`src/rtl/multdiv_pkg.sv`:
```
// Shared types and constants for the ALU multdiv unit.
// Holds the FSM states, Booth select bundle and triplet codes.
package multdiv_pkg;

  localparam int DEF_WIDTH = 32;
  localparam int ITERS     = DEF_WIDTH / 2;
  localparam int ACC_W     = DEF_WIDTH + 2;

  typedef enum logic [1:0] {
    IDLE = 2'd0,
    RUN  = 2'd1,
    DONE = 2'd2
  } state_e;

  typedef struct packed {
    logic zero;
    logic two;
    logic neg;
  } booth_sel_t;

  localparam logic [2:0] BOOTH_Z0  = 3'b000;
  localparam logic [2:0] BOOTH_P1A = 3'b001;
  localparam logic [2:0] BOOTH_P1B = 3'b010;
  localparam logic [2:0] BOOTH_P2  = 3'b011;
  localparam logic [2:0] BOOTH_M2  = 3'b100;
  localparam logic [2:0] BOOTH_M1A = 3'b101;
  localparam logic [2:0] BOOTH_M1B = 3'b110;
  localparam logic [2:0] BOOTH_Z1  = 3'b111;

endpackage

```
`src/rtl/booth_encoder.sv`:
```
// Radix-4 Booth recoder: one multiplier triplet to a
// zero / double / negate select for the accumulator.
module booth_encoder
  import multdiv_pkg::*;
(
  input  logic [2:0] trip_i,
  output booth_sel_t sel_o
);

  always_comb begin
    sel_o = '0;
    unique case (1'b1)
      (trip_i == BOOTH_Z0),
      (trip_i == BOOTH_Z1): sel_o.zero = 1'b1;
      (trip_i == BOOTH_P1A),
      (trip_i == BOOTH_P1B): sel_o = '0;
      (trip_i == BOOTH_P2): sel_o.two = 1'b1;
      (trip_i == BOOTH_M2): begin
        sel_o.two = 1'b1;
        sel_o.neg = 1'b1;
      end
      (trip_i == BOOTH_M1A),
      (trip_i == BOOTH_M1B): sel_o.neg = 1'b1;
      default: sel_o.zero = 1'b1;
    endcase
  end

endmodule

```
`src/rtl/multiplier_booth.sv`:
```
// Iterative signed radix-4 Booth multiplier, low-word result
// with signed-overflow flag; start/ready handshake as the divider.
module multiplier_booth
  import multdiv_pkg::*;
#(
  parameter int WIDTH = DEF_WIDTH
) (
  input  logic             clock,
  input  logic             reset_n,
  input  logic             ctrl_MULT,
  input  logic [WIDTH-1:0] data_operandA,
  input  logic [WIDTH-1:0] data_operandB,
  output logic [WIDTH-1:0] data_result,
  output logic             data_exception,
  output logic             data_resultRDY
);

  localparam int STEPS = (WIDTH == DEF_WIDTH) ? ITERS : WIDTH / 2;
  localparam int AW    = (WIDTH == DEF_WIDTH) ? ACC_W : WIDTH + 2;
  localparam int PW    = 2 * WIDTH + 3;
  localparam logic [4:0] LAST = 5'(STEPS - 1);

  state_e           state_q, state_d;
  logic [4:0]       count_q, count_d;
  logic [WIDTH-1:0] mcand_q, mcand_d;
  logic [PW-1:0]    p_q, p_d;

  booth_sel_t         sel;
  logic [AW-1:0]      mag;
  logic [AW-1:0]      addend;
  logic               cin;
  logic [AW-1:0]      hi;
  logic signed [PW-1:0] step;

  booth_encoder u_enc (
    .trip_i (p_q[2:0]),
    .sel_o  (sel)
  );

  // -A / -2A as invert plus carry-in on the 34-bit accumulator
  always_comb begin
    mag    = sel.two ? {mcand_q[WIDTH-1], mcand_q, 1'b0}
                     : {{2{mcand_q[WIDTH-1]}}, mcand_q};
    addend = '0;
    cin    = 1'b0;
    if (!sel.zero) begin
      addend = sel.neg ? ~mag : mag;
      cin    = sel.neg;
    end
    hi   = p_q[PW-1:WIDTH+1] + addend + AW'(cin);
    step = $signed({hi, p_q[WIDTH:0]}) >>> 2;
  end

  always_comb begin
    state_d = state_q;
    count_d = count_q;
    mcand_d = mcand_q;
    p_d     = p_q;
    unique case (state_q)
      IDLE: ;
      RUN: begin
        p_d     = step;
        count_d = count_q + 5'd1;
        if (count_q == LAST) state_d = DONE;
      end
      DONE:    state_d = IDLE;
      default: state_d = IDLE;
    endcase
    // a start pulse aborts whatever is in flight
    if (ctrl_MULT) begin
      mcand_d = data_operandA;
      p_d     = {{(WIDTH + 2){1'b0}}, data_operandB, 1'b0};
      count_d = '0;
      state_d = RUN;
    end
  end

  always_ff @(posedge clock or negedge reset_n) begin
    if (!reset_n) begin
      state_q <= IDLE;
      count_q <= '0;
      mcand_q <= '0;
      p_q     <= '0;
    end else begin
      state_q <= state_d;
      count_q <= count_d;
      mcand_q <= mcand_d;
      p_q     <= p_d;
    end
  end

  assign data_result    = p_q[WIDTH:1];
  assign data_exception = ~((&p_q[PW-1:WIDTH]) | ~(|p_q[PW-1:WIDTH]));
  assign data_resultRDY = (state_q == DONE);

endmodule

```
`config.mk`:
```
export PLATFORM = sky130hd
export DESIGN_NAME = multiplier_booth
export DESIGN_NICKNAME = d
export VERILOG_FILES = /design/src/rtl/multdiv_pkg.sv /design/src/rtl/booth_encoder.sv /design/src/rtl/multiplier_booth.sv
export SDC_FILE = /design/constraint.sdc
export NUM_CORES = 1
export LEC_CHECK = 0
export ABC_AREA = 1
export CAP_MARGIN = 25
export CELL_PAD_IN_SITES_DETAIL_PLACEMENT = 0
export CELL_PAD_IN_SITES_GLOBAL_PLACEMENT = 2
export CORE_AREA = 3 3 214 111
export CTS_BUF_LIST = sky130_fd_sc_hd__clkbuf_4
export CTS_CLUSTER_DIAMETER = 30
export DETAILED_ROUTE_END_ITERATION = 10
export DIE_AREA = 0 0 217 114
export PLACE_DENSITY_LB_ADDON = 0.1
export SKIP_LAST_GASP = 1
export SYNTH_ARGS = -nofsm -noshare
export SYNTH_HDL_FRONTEND = slang
export SYNTH_SLANG_ARGS = --single-unit
```
`constraint.sdc`:
```
create_clock -name clock -period 8.05 [get_ports clock]
set_input_delay 1.2075 -clock clock [delete_from_list [all_inputs] [get_ports clock]]
set_output_delay 1.2075 -clock clock [all_outputs]
set_load 0.05 [all_outputs]
```
==> reports/results.ini, run 1 <==
[clock_tree]
cts.repair.resized=0
clock-sinks=104
tritoncts=yes
cts_buffers=9
cts_root_buffer=clkbuf_4
cts_hold_buf=0
htree_num_levels=3
post_cts_buffers=0
clk_transition_reported_paths_ns=0.19
clk_latency_ns=0.54
clk_path_buf_depth=2

[yosys]
async_flop_share_pct=100.0
avgSynthCellArea_um2=6.764
ys_seq_area_share_pct=34.95
syn_inst=1101
synth_cell_types=39
synth_edf_count=0
netlist_area_um2=7447
synth_seq_cells=104
synth-main-ff-cell=dfrtp_1
ys_warn_count=0
synthesis.nets=1204

[floorplanning]
die_w_um=217
core_um2=21780
row_count=38
boundaryPins=101
die_h_um=114
dieArea_um2=24740
start_util_pct=34.20

[sta]
period_minus_slack_ns=3.975
relSlewSlack_pct=38.76
setup_viol=0
tightest_slew_ns=0.9185
drv_slew=0
max_freq_ghz=0.2516
rsz0062_at_grt=no
fin_worst_skew_ns=0.02696
worst_slack_ns=4.075
period_share_pct=49.38
finalHoldViolations=0
finalSetupTns_ns=0

[power_and_ir_drop]
ir_worst_vdd_mv=0.1060
p_leak_nw=4.170
powerDensity_nw_per_um2=255.6

[drt]
routed_wl_mm=23.33
ant_nets=0
drc=0
dr.pass1.iters=5
via_count=7012
vias_per_cell=4.816
wl_per_cell_um=16.02
drtIter0Drc=472

[grt]
overflow=0
grt_max_degree=98
track_usage_pct=19.37
first_global_vias=6988
grt_pass1_wl_mm=37.74
antenna_found_initial=0

[worst_setup_path]
path_max_fanout=4
start_kind=register
cp.required_ns=6.84
cp.arrival_ns=2.77
worstSetupPathType=register to output port
endpoint_kind=output port

[final_layout]
drive_above_1_share_pct=4.152
final_common_cell=nand2_1
final_cell_mix=nand2_1, inv_1, o21ai_0
syn_to_final_growth_pct=16.23
num_antenna_cells=0
nNetsFinal=1254

[worst_hold_path]
min_path_type=register to register

[place]
gp_congestion=0.8462
numPortBuffers=100
dp_hpwl_mm=17.64
pre_cts_ws_ns=4.511

[job]
cap_violations=0

[outcome]
outcome=completed

[per-stage QoR]
stage / cell area, um^2 / power (mW) / util [%] / hold slack, ns / instances
after floorplan: 7447 / 1.540 / - / 0.4248 / 1101
after global placement: 8466 / 1.895 / 38.88 / 0.4369 / 1439
after detailed placement: 8466 / 1.890 / 38.88 / 0.4664 / 1439
after CTS: 8628 / 2.236 / 39.62 / 0.4886 / 1455
after global routing: 8656 / 2.416 / 39.75 / 0.5027 / 1456
final: 8656 / 2.213 / 39.75 / 0.4838 / 1456
[where the power goes]
part,switching [mW],internal (mW)
Sequential,0.120,0.629
Combinational,0.747,0.386
Clock,0.226,0.104
[cells by family (layout without fill, tap and decap cells)]
| kind of cell | count (synthesis) | count (layout) | share of synthesized area (%) |
|---|---|---|---|
| xor gates and xnor gates | 3 | 3 | 0.3529 |
| AOI/OAI and AO/OA | 229 | 229 | 17.36 |
| DFF | 104 | 104 | 34.95 |
| and+or+nand+nor | 516 | 516 | 28.44 |
| buffers and inverters | 213 | 268 | 12.65 |
| adders and majority gates | 36 | 36 | 6.250 |
[layer usage]
layer | up-vias | routed length (um) | part of all wire, % | global-route usage (%)
li1 | 3641 | - | - | -
met1 | 3244 | 11900 | 51 | 27.07
met2 | 117 | 10330 | 44 | 31.20
met3 | 10 | 957 | 4.1 | 4.498
met4 | 0 | 145 | 0.62 | 3.255
met5 | - | 0 | 0 | 0
[cell usage after synthesis, types with 2 or more instances]
master    instances  area share [%]
o31ai_1           2            0.20
nor3_1           13            0.87
ha_1             34             5.7
nand2_1         356              18
nor2_1           66             3.3
o221ai_1         24             2.8
fa_1              2            0.54
nor2_2            4            0.34
nand4_1          11            0.92
o21ai_1           6            0.40
inv_1           143             7.2
inv_2             2            0.10
nor4_1            9            0.76
a31oi_1           4            0.34
o21ai_0         131             8.8
nand2_2          11            0.92
dfrtp_1         104              35
xnor2_1           3            0.35
nand3b_1          3            0.30
o211ai_1          5            0.50
a21oi_1          45             3.0
nand3_1          39             2.6
buf_1             4            0.20
o22ai_1           2            0.17
clkbuf_1         16            0.81
o21bai_1          4            0.40
buf_4            33             3.3
buf_2            14            0.94
[path summary, 6_finish.rpt]
kind | slack (ns) | endpoint | cells past startpoint | startpoint
max in group asynchronous | 6.08 | p_q[47]$_DFFE_PN0P_ | 2 | reset_n
min reg2reg | 0.48 | count_q[3]$_DFFE_PN0P_ | 1 | count_q[3]$_DFFE_PN0P_
min | 0.48 | count_q[3]$_DFFE_PN0P_ | 1 | count_q[3]$_DFFE_PN0P_
min in group asynchronous | 0.62 | p_q[63]$_DFFE_PN0P_ | 1 | reset_n
max reg2reg | 4.50 | p_q[59]$_DFFE_PN0P_ | 16 | p_q[1]$_DFFE_PN0P_
max | 4.07 | data_exception | 4 | p_q[58]$_DFFE_PN0P_
[flip-flops by register name, indices dropped and copies added, names as in the netlist]
register and count:
mcand_q 32, p_q 65, state_q 2, count_q 5
[area by class of cell]
class	count	area (um^2)
fillers	2405	13120
multi-input cells	784	3905
flip-flops and latches	104	2603
repair buffers	107	1066
inverters	145	544.3
well taps	300	375.4
clock inverters	7	95.09
clock buffers	9	67.56
[worst max-delay path: stages, from the launching register on]
cell	delay, ns
dfrtp_1	0.55
nand2_1	0.09
nor4_1	0.61
a31oi_1	0.23
clkdlybuf4s50_1	0.76
Power figures use the tool's default switching activity.
==> run 2: changes to the inputs <==
CORE_AREA = 3 3 231 120   (was 3 3 214 111)
DIE_AREA = 0 0 234 123   (was 0 0 217 114)
clock period = 3.45 ns   (was 8.05 ns; I/O delays follow)
==> run 2 against run 1 <==
First-iteration DRC count is 46% higher; clock skew is 0.0026 ns higher; non-clock buffer count is 35 higher.
==> reports/results.ini, run 2 (same netlist as run 1, synthesis figures left out) <==
[sta]
drv_slew=0  ; unchanged
fin_worst_skew_ns=0.02960  ; +0.002640 ns
rsz0062_at_grt=yes
worst_slack_ns=0.1974  ; -3.878 ns
setup_viol=0  ; unchanged
relSlewSlack_pct=44.68  ; +5.9 points
max_freq_ghz=0.3074
finalHoldViolations=0  ; unchanged
finalSetupTns_ns=0  ; unchanged
period_share_pct=94.28
period_minus_slack_ns=3.253
tightest_slew_ns=0.8297  ; -0.08881 ns

[clock_tree]
cts_root_buffer=clkbuf_4
tritoncts=yes
clk_latency_ns=0.58  ; +0.04 ns
htree_num_levels=3  ; unchanged
cts_buffers=9  ; unchanged
clk_transition_reported_paths_ns=0.19  ; about the same
clk_path_buf_depth=2  ; unchanged
clock-sinks=104  ; unchanged

[final_layout]
syn_to_final_growth_pct=22.43
post-route-cell-area_um2=9117  ; +5.3%
fin_cells=1545  ; +6.1%
largest_register=p_q
largestRegisters=p_q x65, mcand_q x32, count_q x5
final_cell_mix=nand2_1, inv_1, o21ai_0
largest_reg_flops=65  ; unchanged
final_common_cell=nand2_1
drive_above_1_share_pct=8.641  ; +4.5 points
fill_cells=2850  ; +19%
nNetsFinal=1290  ; +2.9%
final_core_utilization_pct=35.05  ; -4.7 points

[drt]
via_count=7181  ; +2.4%
drtIter0Drc=688  ; +46%
vias_per_cell=4.648  ; -3.5%
drc=0  ; unchanged
dr.pass1.iters=5  ; unchanged
routed_wl_mm=27.77  ; +19%
ant_nets=0  ; unchanged
wl_per_cell_um=17.98  ; +12%

[grt]
grtUsageMet3_pct=5.456  ; +0.96 points
track_usage_pct=19.92  ; +0.54 points
grt_max_degree=89  ; -9.2%
met2_usage_pct=20.71  ; -10 points
grt_pass1_wl_mm=42.06  ; +11%
first_global_vias=6661  ; -4.7%
use_met1_pct=35.86  ; +8.8 points
overflow=0  ; unchanged
antenna_found_initial=1  ; +1
grt_busiest_layer=met1

[outcome]
outcome=completed

[power_and_ir_drop]
switching_share_pct=50.80  ; +1.4 points
ir_worst_vdd_mv=0.2357  ; +120%
p_switching_mw=2.864  ; +160%
powerDensity_nw_per_um2=618.3  ; +140%
p_seq_share_pct=32.1  ; -1.7 points
p_int_mw=2.774  ; +150%
pwr-share-comb_pct=54.3  ; +3.1 points
p_leak_nw=4.367  ; +4.7%
power.share.clock_pct=13.6  ; -1.3 points

[worst_hold_path]
min_path_type=input pin to register

[floorplanning]
die_h_um=123  ; +7.9%
start_util_pct=28.63  ; -5.6 points
die_w_um=234  ; +7.8%
core_um2=26010  ; +19%
row_count=42  ; +11%
boundaryPins=101  ; unchanged
dieArea_um2=28780  ; +16%

[place]
dp_hpwl_mm=21.96  ; +25%
dp.cells=1523  ; +5.8%
numPortBuffers=100  ; unchanged
placed_area_um2=8823  ; +4.2%
gp_congestion=0.8891  ; +5.1%
pre_cts_ws_ns=0.1776  ; -4.333 ns

[worst_setup_path]
worstSetupStartpoint=p_q[0]$_DFFE_PN0P_
start_kind=register
crit-reg2reg-launch=p_q[0]$_DFFE_PN0P_
path_max_fanout=16  ; +12
endpoint_kind=register
cp.arrival_ns=3.76  ; +0.99 ns
worstSetupPathType=register to register
crit_path_end=p_q[55]$_DFFE_PN0P_
cp.required_ns=3.96  ; -2.88 ns
rrSetupSlack_ns=0.20  ; -4.30 ns
rr_endpoint=p_q[55]$_DFFE_PN0P_
rr_worst_depth=18  ; +2

[job]
cap_violations=0  ; unchanged

-- run 2: cell types whose count changed in the layout (fill, tap and decap cells not counted), sizes merged --
cell and delta:
buf +33, clkbuf +1, diode +1, dlygate4sd3 +1, nand2 +1
-- run 2: area by class of cell --
class	count	area (um^2)	area share (%)
clock inverters	7	92.59	1.016
multi-input cells	785	3985	43.71
clock buffers	9	67.56	0.7410
flip-flops and latches	104	2604	28.56
repair buffers	142	1381	15.15
diodes	1	2.502	0.02745
well taps	352	440.4	4.831
inverters	145	544.3	5.970
-- run 2: per-stage QoR --
stage	total power [mW]	hold WS [ns]
CTS	5.550	0.2873
detailed placement	4.748	0.4509
finish	5.638	0.3519
global placement	4.790	0.4506
floorplan	3.594	0.2219
global route	6.110	0.3197
-- run 2: metal layers --
metal / vias up / wire [um]
met5: - / 0
li1: 3726 / -
met4: 0 / 271
met1: 3259 / 17040
met2: 180 / 8473
met3: 16 / 1990
-- run 2: power by group through the flow --
| stage | combinational [mW] | sequential (mW) | clock (mW) |
|---|---|---|---|
| finish | 3.06 | 1.81 | 0.765 |
| CTS | 2.94 | 1.80 | 0.814 |
| floorplan | 1.92 | 1.67 | 0 |
| global placement | 2.97 | 1.82 | 0 |
| global route | 3.42 | 1.85 | 0.843 |
| detailed placement | 2.93 | 1.82 | 0 |
-- run 2: repair_timing --
action / CTS / global route
resized for setup: 0 / 28
setup buffers: 0 / 2
hold buffers: 1 / 0
setup endpoints to repair: 0 / 25
hold endpoints to repair: 46 / 0
-- run 2: worst min path at each step --
stage                           startpoint                      to  slack [ns]  cells past startpoint
finish                           ctrl_MULT     p_q[32]$_DFFE_PN0P_        0.35                      3
CTS                              ctrl_MULT     p_q[32]$_DFFE_PN0P_        0.29                      3
floorplan                          reset_n  count_q[0]$_DFFE_PN0P_        0.22                      0
global route                     ctrl_MULT     p_q[32]$_DFFE_PN0P_        0.32                      3
global placement    count_q[3]$_DFFE_PN0P_  count_q[3]$_DFFE_PN0P_        0.45                      1
detailed placement  count_q[3]$_DFFE_PN0P_  count_q[3]$_DFFE_PN0P_        0.45                      1
-- run 2: worst max-delay path: stages (launching register included) --
cell and delay, ns:
dfrtp_1 0.47, nor2_2 0.18, nand2_2 0.11, nand2_4 0.14, buf_12 0.15, nand2_1 0.05, o21ai_0 0.11, o21ai_0 0.12
buf_4 0.16, ha_1 0.35, a21oi_1 0.33, o21ai_0 0.22, a21oi_1 0.20, nand2_2 0.10, nand2_1 0.09, nand2_1 0.12
nand2_2 0.11, nand3_1 0.09, nand2_1 0.09
==> run 3: changes to the inputs <==
CAP_MARGIN = 20   (was 25)
==> results of run 3 <==
Same layout as run 2: the final DEF is identical, and so are final timing and power.
